==> src/rtl/alarm_zone_ctrl.sv <==
// Multi-zone alarm sequencer: per-zone debounce, bypass masking, exit/entry
// delays, fixed-priority trip arbitration, timed siren and a trip-event port.
module alarm_zone_ctrl #(
  parameter int NZONES      = 4,
  parameter int DEBOUNCE    = 3,
  parameter int EXIT_DELAY  = 16,
  parameter int ENTRY_DELAY = 16,
  parameter int SIREN_TIME  = 64
) (
  input  logic              clk,
  input  logic              rst_n,
  input  logic              arm_req,
  input  logic              disarm_req,
  input  logic [NZONES-1:0] zone_in,
  input  logic [NZONES-1:0] zone_mask,
  output logic              siren,
  output logic              armed,
  output logic              tripped,
  output logic [2:0]        state,
  output logic              evt_valid,
  output logic [2:0]        evt_zone,
  input  logic              evt_ready,
  output logic              evt_overflow
);

  typedef enum logic [2:0] {
    S_DISARMED = 3'd0,
    S_EXIT     = 3'd1,
    S_ARMED    = 3'd2,
    S_ENTRY    = 3'd3,
    S_SIREN    = 3'd4
  } state_e;

  localparam int MAX_A     = (EXIT_DELAY > ENTRY_DELAY) ? EXIT_DELAY : ENTRY_DELAY;
  localparam int MAX_DELAY = (MAX_A > SIREN_TIME) ? MAX_A : SIREN_TIME;
  localparam int CW        = (MAX_DELAY > 1) ? $clog2(MAX_DELAY) : 1;
  localparam int DCW       = $clog2(DEBOUNCE + 1);

  state_e                       state_q;
  logic [CW-1:0]                cnt_q;
  logic [NZONES-1:0][DCW-1:0]   deb_cnt;
  logic [NZONES-1:0]            deb;
  logic [NZONES-1:0]            act;
  logic [2:0]                   win;
  logic                         push;
  logic                         accept;

  assign state  = state_q;
  assign act    = deb & ~zone_mask;
  assign accept = evt_valid & evt_ready;
  assign push   = (state_q == S_ARMED) && (|act) && !disarm_req;

  // NOTE: every variable assigned in always_comb gets a default first, so no latch can be inferred.
  always_comb begin
    win = '0;
    for (int i = NZONES - 1; i >= 0; i--) begin
      if (act[i]) win = 3'(i);
    end
  end

  // deb[i] rises on the same edge the counter reaches DEBOUNCE, hence the -1 look-ahead.
  always_ff @(posedge clk or negedge rst_n) begin
    if (!rst_n) begin
      // NOTE: the debounce counter array is reset explicitly; a stale count would fake a trip after reset.
      deb_cnt <= '0;
      deb     <= '0;
    end else begin
      for (int i = 0; i < NZONES; i++) begin
        if (!zone_in[i]) begin
          deb_cnt[i] <= '0;
          deb[i]     <= 1'b0;
        end else begin
          if (deb_cnt[i] != DCW'(DEBOUNCE)) deb_cnt[i] <= deb_cnt[i] + 1'b1;
          deb[i] <= (deb_cnt[i] >= DCW'(DEBOUNCE - 1));
        end
      end
    end
  end

  // NOTE: all sequential state uses non-blocking assignments so every register samples pre-edge values.
  always_ff @(posedge clk or negedge rst_n) begin
    if (!rst_n) begin
      state_q      <= S_DISARMED;
      cnt_q        <= '0;
      siren        <= 1'b0;
      armed        <= 1'b0;
      tripped      <= 1'b0;
      evt_valid    <= 1'b0;
      evt_zone     <= '0;
      evt_overflow <= 1'b0;
    end else begin
      if (disarm_req) begin
        state_q <= S_DISARMED;
        cnt_q   <= '0;
        siren   <= 1'b0;
        armed   <= 1'b0;
        tripped <= 1'b0;
      end else begin
        case (state_q)
          S_DISARMED: begin
            if (arm_req) begin
              state_q <= S_EXIT;
              cnt_q   <= CW'(EXIT_DELAY - 1);
            end
          end
          S_EXIT: begin
            if (cnt_q == '0) begin
              state_q <= S_ARMED;
              armed   <= 1'b1;
            end else begin
              cnt_q <= cnt_q - 1'b1;
            end
          end
          S_ARMED: begin
            if (|act) begin
              state_q <= S_ENTRY;
              cnt_q   <= CW'(ENTRY_DELAY - 1);
            end
          end
          S_ENTRY: begin
            if (cnt_q == '0) begin
              state_q <= S_SIREN;
              cnt_q   <= CW'(SIREN_TIME - 1);
              siren   <= 1'b1;
              tripped <= 1'b1;
            end else begin
              cnt_q <= cnt_q - 1'b1;
            end
          end
          S_SIREN: begin
            if (cnt_q == '0) begin
              state_q <= S_ARMED;
              siren   <= 1'b0;
            end else begin
              cnt_q <= cnt_q - 1'b1;
            end
          end
          default: begin
            state_q <= S_DISARMED;
            cnt_q   <= '0;
            siren   <= 1'b0;
            armed   <= 1'b0;
          end
        endcase
      end

      // A pending event survives disarm; only the overflow flag is cleared.
      if (push) begin
        if (!evt_valid || accept) begin
          evt_valid <= 1'b1;
          evt_zone  <= win;
        end else begin
          evt_overflow <= 1'b1;
        end
      end else if (accept) begin
        evt_valid <= 1'b0;
      end
      if (disarm_req) evt_overflow <= 1'b0;
    end
  end

endmodule

==> config.mk <==
export PLATFORM = sky130hd
export DESIGN_NAME = alarm_zone_ctrl
export DESIGN_NICKNAME = d
export VERILOG_FILES = /design/src/rtl/alarm_zone_ctrl.sv
export SDC_FILE = /design/constraint.sdc
export NUM_CORES = 1
export LEC_CHECK = 0
export BUFFER_PORTS_ARGS = -buffer_cell sky130_fd_sc_hd__clkbuf_2
export CORE_UTILIZATION = 50
export CTS_CLUSTER_DIAMETER = 60
export CTS_CLUSTER_SIZE = 40
export DETAILED_ROUTE_END_ITERATION = 10
export GPL_TIMING_DRIVEN = 0
export PLACE_DENSITY = 0.81
export SLEW_MARGIN = 20
export SYNTH_ARGS = -nofsm -noshare
export SYNTH_HDL_FRONTEND = slang
export SYNTH_SLANG_ARGS = --single-unit
==> constraint.sdc <==
create_clock -name clk -period 2.8 [get_ports clk]
set_input_delay 0.42 -clock clk [delete_from_list [all_inputs] [get_ports clk]]
set_output_delay 0.42 -clock clk [all_outputs]
set_load 0.02 [all_outputs]
==> metrics.yaml, run 1 <==
finish:
  post_route_cells_drive_above_1_share_pct: 20.21
  ant_cells: 0
  post_synthesis_to_final_layout_area_growth_pct: 12.64
  postLayoutCellArea_um2: 1795
  finish.utilization_pct: 59.30
  num-nets-final: 212
placed_design:
  dp_hpwl_mm: 2.209
  globalplace.congestion: 0.8141
  buffer_ports.inserted: 22
  dpl_cell_area_um2: 1759
synthesis:
  synth_top_cells_by_area: "dfrtp_1 (44%), ha_1 (7.8%), nor2_1 (3.8%), a21oi_1 (3.5%), and2_1 (3.1%)"
  proportion_of_synthesized_flip_flops_having_asynchronous_set_or_reset_pct: 100.0
  synth_enable_flop_cells: 0
  number_of_synthesized_register_bits: 28
  ys_warn_count: 0
  synthSimpleGateAreaFrac_pct: 24.41
  yosys.cell_count.top_type: "dfrtp_1"
  synth-compound-area-share_pct: 16.88
  synth.cells.most_frequent: "dfrtp_1 (28), nor2_1 (16), a21oi_1 (11), ha_1 (10), o21ai_0 (10)"
  multiplexer_share_of_the_synthesized_area_pct: 0
  mean_cell_area_of_the_mapped_netlist_um2: 9.840
  synth.cell_area_um2: 1594
  yosys_most_used_dff: "dfrtp_1"
  ys_seq_area_share_pct: 43.96
  synth_cell_types: 44
  postSynthCellCount: 162
  synth_adder_area_share_pct: 7.849
  synth_nets: 185
  synth.largest_area_cell: "dfrtp_1"
  largest_family_of_logic_cells_by_synthesized_area: "simple AND/OR/NAND/NOR gates"
  yosysTopAreaCellShare_pct: 43.96
  synth_xor_xnor_area_share_pct: 2.747
drt:
  initialDrtViolationCount: 30
  routed_vias_inst: 5.267
  route.antenna.remaining_nets: 0
  dr.pass1.iters: 4
  detail_route.wirelength_mm: 2.935
  routed-via-count: 1222
  route.detailed.wl_per_inst_um: 12.65
  post_detailed_route_drc_marker_count: 0
global_route:
  grt_pass1_vias: 1194
  grt-ovfl-total: 0
  grt_start_max_net_pins: 29
  antenna_found_initial: 0
  globalRouteTotalUtil_pct: 19.20
  grt_first_pass_wirelength_mm: 5.078
pwr:
  pwr-share-clk_pct: 18.5
  power.density_nw_per_um2: 596.4
  ir_drop_uv: 367.8
  switching_power_share_of_the_total_pct: 34.03
  power.net_switching_w: 0.0003644
  intPower_w: 0.0007063
  power_frac_seq_pct: 49.8
  p_comb_share_pct: 31.7
  total_leakage_power_nw: 0.8518
run_status:
  status: "complete, no violations"
timing:
  setup_viol: 0
  clock_skew_ps: 22.73
  slew_headroom_pct: 54.37
  final-max-slew-violation-count: 0
  period_minus_slack_ps: 1801
  final_hold_viol_count: 0
  setup_repair_after_global_routing_missed_its_margin: "no"
  fmax_mhz: 555.2
  setup_tns_ps: 0
  timing_worst_slew_pin_value_ps: 684.5
  fin_crit_sh_pct: 64.33
clock_network:
  htree_levels: 1
  cts.repair.resized: 0
  cts_num_sinks: 28
  numCtsBuffers: 3
  clkLatencyLatePin_ps: 340
  cts_setup_buffers: 0
  clock_tree.buffer_depth: 2
  hold_buffers: 0
  clkSlewWorstSetupHoldPaths_ps: 160
  cts_tree: "built"
  clk_root_buffer_cell: "clkbuf_4"
floorplan:
  initial_core_utilization_pct: 52.64
  die_area_um2: 3418
  io-pin-count: 24
  die_h_um: 58.46
  floorplan.rows: 20
  core_area_um2: 3028
  die_w_um: 58.46
critical_path:
  cp_cell_sequence: "nor4_4 -> nand4b_1 -> o221ai_4 -> and2b_1 -> nor4_2"
  critical_path_class: "flip-flop to flip-flop"
  timing.critical_path.slowest_cell_delay_ps: 470
  reg2reg_slack_ps: 1000
  reg2regPathDepth: 5
  worst-path-buf-inv: 0
  worst_r2r_startpoint: "cnt_q[3]$_DFFE_PN0P_"
  timing.critical_path.max_delay_family: "simple AND/OR/NAND/NOR gates"
  cp_required_ps: 3000
  destination_of_the_worst_register_to_register_timing_path: "cnt_q[3]$_DFFE_PN0P_"
  slowest_stage: "dfrtp_1"
  worst_ep_arrival_time_ps: 2000
  critPathLaunchType: "flip-flop"
  worstSetupEndpointType: "flip-flop"
  path_max_fanout: 7
min_path:
  timing.hold.worst.class: "input pin to async pin"
run:
  timing.max_cap.violations: 0
cell families (layout without fill, tap and decap cells):
family / count (synthesis) / count (layout)
AOI/OAI and AO/OA: 41 / 41
and+or+nand+nor: 63 / 63
adders and majority gates: 10 / 10
other: 1 / 1
DFF: 28 / 28
buffers and inverters: 14 / 40
xor gates and xnor gates: 5 / 5
per-stage QoR:
stage	instances	setup WS, ps	hold WS (ps)	total power, W
floorplan	162	1143	124.4	0.0007852
global placement	228	1015	484.6	0.0008538
detailed placement	228	1007	482.7	0.0008783
CTS	232	1011	112.9	0.001077
global route	232	892.7	131.6	0.001144
finish	232	998.7	85.28	0.001071
layout by cell type, fill, tap and decap left out, types with 4 or more instances in the layout:
master / instances
clkbuf_2: 22
inv_1: 9
and2_1: 8
o21ai_0: 10
xnor2_1: 4
nand2b_1: 4
nor2_1: 16
a21oi_1: 11
dfrtp_1: 28
nor2b_1: 6
nand2_1: 8
o21a_1: 5
ha_1: 10
worst max path at each step:
stage,to,cells past startpoint,slack [ps],from
3_3_place_gp,cnt_q[3]$_DFFE_PN0P_,6,1010,zone_mask[1]
6_report,cnt_q[3]$_DFFE_PN0P_,5,1000,cnt_q[3]$_DFFE_PN0P_
3_5_place_dp,cnt_q[5]$_DFFE_PN0P_,6,1010,zone_mask[1]
5_1_grt,cnt_q[3]$_DFFE_PN0P_,5,890,cnt_q[3]$_DFFE_PN0P_
2_1_floorplan,cnt_q[3]$_DFFE_PN0P_,6,1140,state[1]$_DFFE_PN0P_
4_1_cts,cnt_q[3]$_DFFE_PN0P_,5,1010,cnt_q[3]$_DFFE_PN0P_
power by group through the flow:
stage / combinational, W / clock [W] / sequential [W]
final: 0.000339 / 0.000199 / 0.000533
after global routing: 0.000383 / 0.000216 / 0.000545
after CTS: 0.000340 / 0.000204 / 0.000533
after detailed placement: 0.000338 / 0 / 0.000540
after global placement: 0.000319 / 0 / 0.000534
after floorplan: 0.000240 / 0 / 0.000545
sequential cells by signal (all words and copies together), names as in the netlist:
signal	cells
tripped	1
state	3
evt_overflow	1
deb	4
evt_valid	1
siren	1
cnt_q	6
evt_zone	2
deb_cnt	8
armed	1
cell type report:
cell class | instances | area (um^2)
Sequential cell | 28 | 700.7
Tap cell | 44 | 55.05
Buffer | 5 | 28.78
Multi-Input combinational cell | 120 | 830.8
Fill cell | 271 | 1232
Inverter | 9 | 33.78
Clock buffer | 4 | 36.28
Timing Repair Buffer | 22 | 110.1
layer usage:
layer,up-vias,global-route usage (%),routed length [um]
li1,606,-,-
met1,576,22.43,1261
met2,38,35.14,1499
met3,2,5.714,161
met4,0,3.401,13
met5,-,0,0
worst reg2reg max path, delay by kind of cell, from the launching register on:
family             cells  cell delay, ps
and+or+nand+nor        4             920
AOI/OAI and AO/OA      1             310
DFF                    1             470
Power figures use the tool's default switching activity.
==> run 2, diff against run 1 <==
ABC_AREA = 1   (was not set)
clock period = 1.9 ns   (was 2.8 ns; I/O delays follow)
==> run 2 against run 1 <==
Compared with the run above: clock-buffer cell count fell by 1; maximum frequency rose by 26%; critical path depth rose by 4.
==> metrics.yaml, run 2 <==
clock_network:
  cts_tree: "built"
  clk_root_buffer_cell: "clkbuf_4"
  cts_num_sinks: 28
  cts_setup_buffers: 0
  htree_levels: 1
  hold_buffers: 1
  numCtsBuffers: 3
  cts.repair.resized: 0
  clkSlewWorstSetupHoldPaths_ps: 150
  clkLatencyLatePin_ps: 320
  clock_tree.buffer_depth: 2
drt:
  initialDrtViolationCount: 71
  m1WireLength_mm: 1.412
  met2_wl_post_dr_mm: 1.101
  post_detailed_route_drc_marker_count: 0
  routed_vias_inst: 4.672
  route.detailed.wl_per_inst_um: 9.542
  highest-signal-layer: "met4"
  routed-via-count: 1266
  route.antenna.remaining_nets: 0
  dr.pass1.iters: 4
  met3RoutedLength_um: 58
  detail_route.wirelength_mm: 2.586
critical_path:
  cp_required_ps: 2180
  most_used_cell_cp: "inv_2"
  critPathLaunchType: "flip-flop"
  path_max_fanout: 6
  worst_ep_arrival_time_ps: 1700
  timing.critical_path.slowest_cell_delay_ps: 390
  slowest_stage: "dfrtp_1"
  worstSetupEndpointType: "flip-flop"
  critical_path_class: "flip-flop to flip-flop"
  cp_cell_sequence: "inv_1 -> ha_1 -> nand3_4 -> inv_2 -> nand2_2 -> inv_2 -> nor2_4 -> nand3_1 -> nand2_1"
synthesis:
  synth_nets: 224
  yosys.cell_count.top_type: "nand2_1"
  yosys_most_used_dff: "dfrtp_1"
  postSynthCellCount: 201
  synth.cells.most_frequent: "nand2_1 (38), dfrtp_1 (28), nor2_1 (27), inv_1 (25), nand3_1 (17)"
  synth_top_cells_by_area: "dfrtp_1 (43%), nand2_1 (8.8%), ha_1 (7.7%), nor2_1 (6.2%), inv_1 (5.8%)"
  synth.cell_area_um2: 1624
  synth_cell_types: 26
  proportion_of_synthesized_flip_flops_having_asynchronous_set_or_reset_pct: 100.0
  synth.largest_area_cell: "dfrtp_1"
  ys_seq_area_share_pct: 43.14
  synth_enable_flop_cells: 0
  yosysTopAreaCellShare_pct: 43.14
  mean_cell_area_of_the_mapped_netlist_um2: 8.080
  ys_warn_count: 0
  number_of_synthesized_register_bits: 28
finish:
  most_frequent_standard_cell_in_the_layout_excluding_fill_and_tap_cells: "nand2_1"
  post_route_cells_drive_above_1_share_pct: 22.47
  num-nets-final: 251
  finish.utilization_pct: 60.00
  fill_cell_total_of_the_finished_layout: 292
  final_cell_mix: "nand2_1 (38), dfrtp_1 (28), nor2_1 (27)"
  largest_reg_flops: 8
  ant_cells: 0
  post_synthesis_to_final_layout_area_growth_pct: 13.71
  top_register: "deb_cnt"
  top_regs: "deb_cnt (8), cnt_q (6), deb (4)"
placed_design:
  dp_hpwl_mm: 2.012
  buffer_ports.inserted: 21
  globalplace.congestion: 0.7985
timing:
  slew_headroom_pct: 55.27
  fmax_mhz: 701.3
  period_minus_slack_ps: 1426
  clock_skew_ps: 3.238
  fin_crit_sh_pct: 75.05
  setup_tns_ps: 0
  setup_viol: 0
  timing_worst_slew_pin_value_ps: 670.9
  hold_slack_ps: 145.2
  setup_repair_after_global_routing_missed_its_margin: "no"
  final_hold_viol_count: 0
  final-max-slew-violation-count: 0
global_route:
  grt-ovfl-total: 0
  grt_pass1_vias: 1114
  grt_first_pass_wirelength_mm: 4.678
  grt_start_max_net_pins: 29
  globalRouteTotalUtil_pct: 17.45
  antenna_found_initial: 0
min_path:
  timing.hold.worst.class: "input pin to flip-flop"
run:
  timing.max_cap.violations: 0
pwr:
  total_leakage_power_nw: 1.006
  power.density_nw_per_um2: 1183
  ir_drop_uv: 431.3
floorplan:
  die_h_um: 58.99
  die_area_um2: 3480
  die_w_um: 58.99
  floorplan.rows: 20
  io-pin-count: 24
  initial_core_utilization_pct: 52.76
  core_area_um2: 3078
run_status:
  status: "complete, no violations"
[run 2: kinds of logic (layout without fill, tap and decap cells)]
family | count (synthesis) | in the layout | share of synthesized area (%)
and+or+nand+nor | 105 | 105 | 31.97
AOI/OAI and AO/OA | 22 | 22 | 7.396
adders and majority gates | 10 | 10 | 7.704
buffers and inverters | 33 | 59 | 8.475
other | 1 | 1 | 0.2309
DFF | 28 | 28 | 43.14
xor gates and xnor gates | 2 | 2 | 1.079
[run 2: power breakdown]
group / internal [W] / switching, W
sequential: 0.000748 / 0.000151
clock: 0.000213 / 0.000174
combinational: 0.000339 / 0.000559
[run 2: layout make-up]
type / instances / area, um^2 / area share, %
Multi-Input combinational cell: 140 / 785.8 / 42.55
Sequential cell: 28 / 700.7 / 37.94
Inverter: 31 / 118.9 / 6.436
Timing Repair Buffer: 22 / 115.1 / 6.233
Tap cell: 44 / 55.05 / 2.981
Clock inverter: 1 / 30.03 / 1.626
Clock buffer: 3 / 22.52 / 1.220
Buffer: 2 / 18.77 / 1.016
[run 2: final timing paths]
kind | startpoint | to | slack (ps) | depth (start not counted)
worst min-delay path | disarm_req | tripped$_DFFE_PN0P_ | 150 | 2
worst min register to register | deb_cnt[6]$_DFFE_PN0P_ | deb_cnt[6]$_DFFE_PN0P_ | 510 | 1
min in group asynchronous | rst_n | cnt_q[4]$_DFFE_PN0P_ | 510 | 2
max in group asynchronous | rst_n | deb_cnt[0]$_DFFE_PN0P_ | 970 | 2
worst max-delay path | cnt_q[0]$_DFFE_PN0P_ | cnt_q[2]$_DFFE_PN0P_ | 470 | 9
worst max register to register | cnt_q[0]$_DFFE_PN0P_ | cnt_q[2]$_DFFE_PN0P_ | 470 | 9
[run 2: per-layer routing]
metal / global-route usage (%) / up-vias
li1: - / 681
met1: 26.20 / 560
met2: 26.46 / 22
met3: 1.965 / 3
met4: 5.442 / 0
met5: 0 / -
[run 2: per-stage QoR]
step                total power (W)  std cells  setup slack (ps)  area, um^2
global placement           0.001794        266             515.7        1784
finish                     0.002185        271             474.1        1847
CTS                        0.002205        271             469.6        1847
floorplan                  0.001601        201             604.5        1624
global route               0.002379        271             301.4        1847
detailed placement         0.001813        266             499.8        1784
[run 2: worst max-delay path, delay by kind of cell, from the launching register on]
| kind | cells | cell delay (ps) |
|---|---|---|
| buffers and inverters | 3 | 220 |
| AND/OR/NAND/NOR | 5 | 530 |
| flip-flops | 1 | 390 |
| adder cells (fa/ha/maj) | 1 | 240 |
==> run 3, diff against run 2 <==
ABC_AREA = 0   (was 1)
clock period = 1.4 ns   (was 1.9 ns; I/O delays follow)
==> run 3 against run 2 <==
Compared with the run above: the flow now finishes with violations (negative setup slack); final cell count shrank 10%; combinational power fell by 6.6%; clock power grew 41%; worst setup slack got worse by 840 ps; non-clock buffer count is 15 higher; via count up 6.2%; routed wire length increased by 44%; flip-flop and latch count stayed put; register-to-register slack lost 840 ps.
==> metrics.yaml, run 3 (synthesized netlist as in run 1, its figures left out) <==
run_status:
  status: "finished, violations left"
  violations: "negative setup slack"
clock_network:
  clock_tree.buffer_depth: 2
  cts_tree: "built"
  clk_root_buffer_cell: "clkbuf_4"
  cts_num_sinks: 28
  clkLatencyLatePin_ps: 340
  numCtsBuffers: 3
  htree_levels: 1
  clkSlewWorstSetupHoldPaths_ps: 160
drt:
  detail_route.wirelength_mm: 3.735
  initialDrtViolationCount: 72
  route.detailed.wl_per_inst_um: 15.31
  post_detailed_route_drc_marker_count: 0
  dr.pass1.iters: 4
  routed_vias_inst: 5.512
  route.antenna.remaining_nets: 0
  routed-via-count: 1345
timing:
  slew_headroom_pct: 54.76
  fin_crit_sh_pct: 125.8
  final_hold_viol_count: 0
  setup_repair_after_global_routing_missed_its_margin: "yes"
  final-max-slew-violation-count: 0
  timing_worst_slew_pin_value_ps: 678.6
  setup_viol: 15
  period_minus_slack_ps: 1762
  clock_skew_ps: 10.18
  fmax_mhz: 567.6
  setup_ws_ps: -361.7
  setup_tns_ps: -3619
finish:
  largest_reg_flops: 8
  num-nets-final: 224
  postLayoutCellArea_um2: 1974
  multi_input_comb_area_um2: 893.4
  post_layout_nonfiller_instances: 244
  top_regs: "deb_cnt (8), cnt_q (6), deb (4)"
  finish.utilization_pct: 65.21
  most_frequent_standard_cell_in_the_layout_excluding_fill_and_tap_cells: "dfrtp_1"
  register_area_um2: 704.4
  fill_cell_total_of_the_finished_layout: 244
  top_register: "deb_cnt"
  final_cell_mix: "dfrtp_1 (25), clkbuf_2 (22), nor2_1 (14)"
  post_route_cells_drive_above_1_share_pct: 31.00
  post_synthesis_to_final_layout_area_growth_pct: 23.86
  ant_cells: 0
critical_path:
  timing.critical_path.slowest_cell_delay_ps: 490
  worstSetupEndpointType: "flip-flop"
  worst_ep_arrival_time_ps: 1990
  slowest_stage: "dfrtp_2"
  critical_path.startpoint: "cnt_q[2]$_DFFE_PN0P_"
  cp_cell_sequence: "nor4_4 -> nand4b_1 -> o221ai_4 -> or2_1 -> o31ai_1"
  timing.critical_path.to: "cnt_q[4]$_DFFE_PN0P_"
  path_max_fanout: 6
  worst_r2r_startpoint: "cnt_q[2]$_DFFE_PN0P_"
  destination_of_the_worst_register_to_register_timing_path: "cnt_q[4]$_DFFE_PN0P_"
  critPathLaunchType: "flip-flop"
  reg2reg_slack_ps: -360
  cp_required_ps: 1630
  crit_cells: 5
  timing.critical_path.max_delay_family: "simple AND/OR/NAND/NOR gates"
  reg2regPathDepth: 5
  critical_path_class: "flip-flop to flip-flop"
  worst-path-buf-inv: 0
floorplan:
  die_area_um2: 3418
  initial_core_utilization_pct: 52.64
  core_area_um2: 3028
  die_w_um: 58.46
  io-pin-count: 24
  die_h_um: 58.46
  floorplan.rows: 20
pwr:
  total_leakage_power_nw: 0.9297
  p_comb_share_pct: 34.3
  intPower_w: 0.001619
  ir_drop_uv: 526.2
  power.density_nw_per_um2: 1242
  power.net_switching_w: 0.0008328
  switching_power_share_of_the_total_pct: 33.97
  power_w: 0.002451
  pwr-share-clk_pct: 22.2
  power_frac_seq_pct: 43.6
global_route:
  globalRouteTotalUtil_pct: 21.94
  grt_start_max_net_pins: 29
  antenna_found_initial: 0
  grt_first_pass_wirelength_mm: 5.630
  grt-ovfl-total: 0
  grt_pass1_vias: 1306
min_path:
  timing.hold.worst.class: "input pin to flip-flop"
placed_design:
  dpl_cell_area_um2: 1788
  buffer_ports.inserted: 22
  post-place-cells: 228
  dp_hpwl_mm: 2.458
  globalplace.congestion: 0.8635
run:
  timing.max_cap.violations: 0
==> run 3: how the worst min path moves through the flow <==
stage               startpoint                    to  slack [ps]  cells after the start
finish              zone_in[3]      deb[3]$_DFF_PN0_          80                      2
global placement         rst_n  cnt_q[5]$_DFFE_PN0P_         270                      1
global route        zone_in[3]      deb[3]$_DFF_PN0_          80                      2
floorplan                rst_n     armed$_DFFE_PN0P_         -90                      0
CTS                 zone_in[3]      deb[3]$_DFF_PN0_          90                      2
detailed placement       rst_n     armed$_DFFE_PN0P_         290                      1
==> run 3: power groups by stage <==
stage	combinational, W	clock, W	sequential, W
3_5_place_dp	0.000705	0	0.00108
2_1_floorplan	0.000496	0	0.00109
6_report	0.000840	0.000544	0.00107
4_1_cts	0.000758	0.000542	0.00106
3_3_place_gp	0.000654	0	0.00107
5_1_grt	0.000922	0.000577	0.00108
==> run 3: stage by stage <==
stage,hold slack (ps),setup WS [ps]
floorplan,-85.59,-189.1
global placement,273.6,-299.8
detailed placement,285.0,-337.4
CTS,92.35,-323.3
global route,79.78,-451.4
finish,81.56,-361.7
==> run 3: cell type report <==
| type | count | area share (%) |
|---|---|---|
| repair buffers | 34 | 10.27 |
| flip-flops and latches | 28 | 35.68 |
| inverters | 9 | 1.711 |
| plain buffers | 5 | 1.648 |
| well taps | 44 | 2.788 |
| clock inverters | 1 | 1.521 |
| multi-input cells | 120 | 45.25 |
| clock buffers | 3 | 1.141 |
==> run 3: metal layers <==
layer	global-route usage [%]	vias up	wire length [um]
met4	7.143	0	102
met2	41.38	39	1962
met3	3.516	11	146
li1	-	632	-
met1	25.21	663	1524
met5	0	-	0
==> run 3: worst reg2reg max path, cell delays in order, from the launching register on <==
cell      delay, ps
dfrtp_2         490
nor4_4          400
nand4b_1        230
o221ai_4        260
or2_1           190
o31ai_1          80
==> run 3: timing repair <==
| item | CTS | global route |
|---|---|---|
| hold endpoints to repair | 28 | 0 |
| setup endpoints to repair | 14 | 15 |
| buffers inserted | 5 | 6 |
| gates resized for setup | 5 | 6 |
| cloned | 0 | 0 |
| hold buffers | 1 | 0 |
| pin swaps | 5 | 3 |
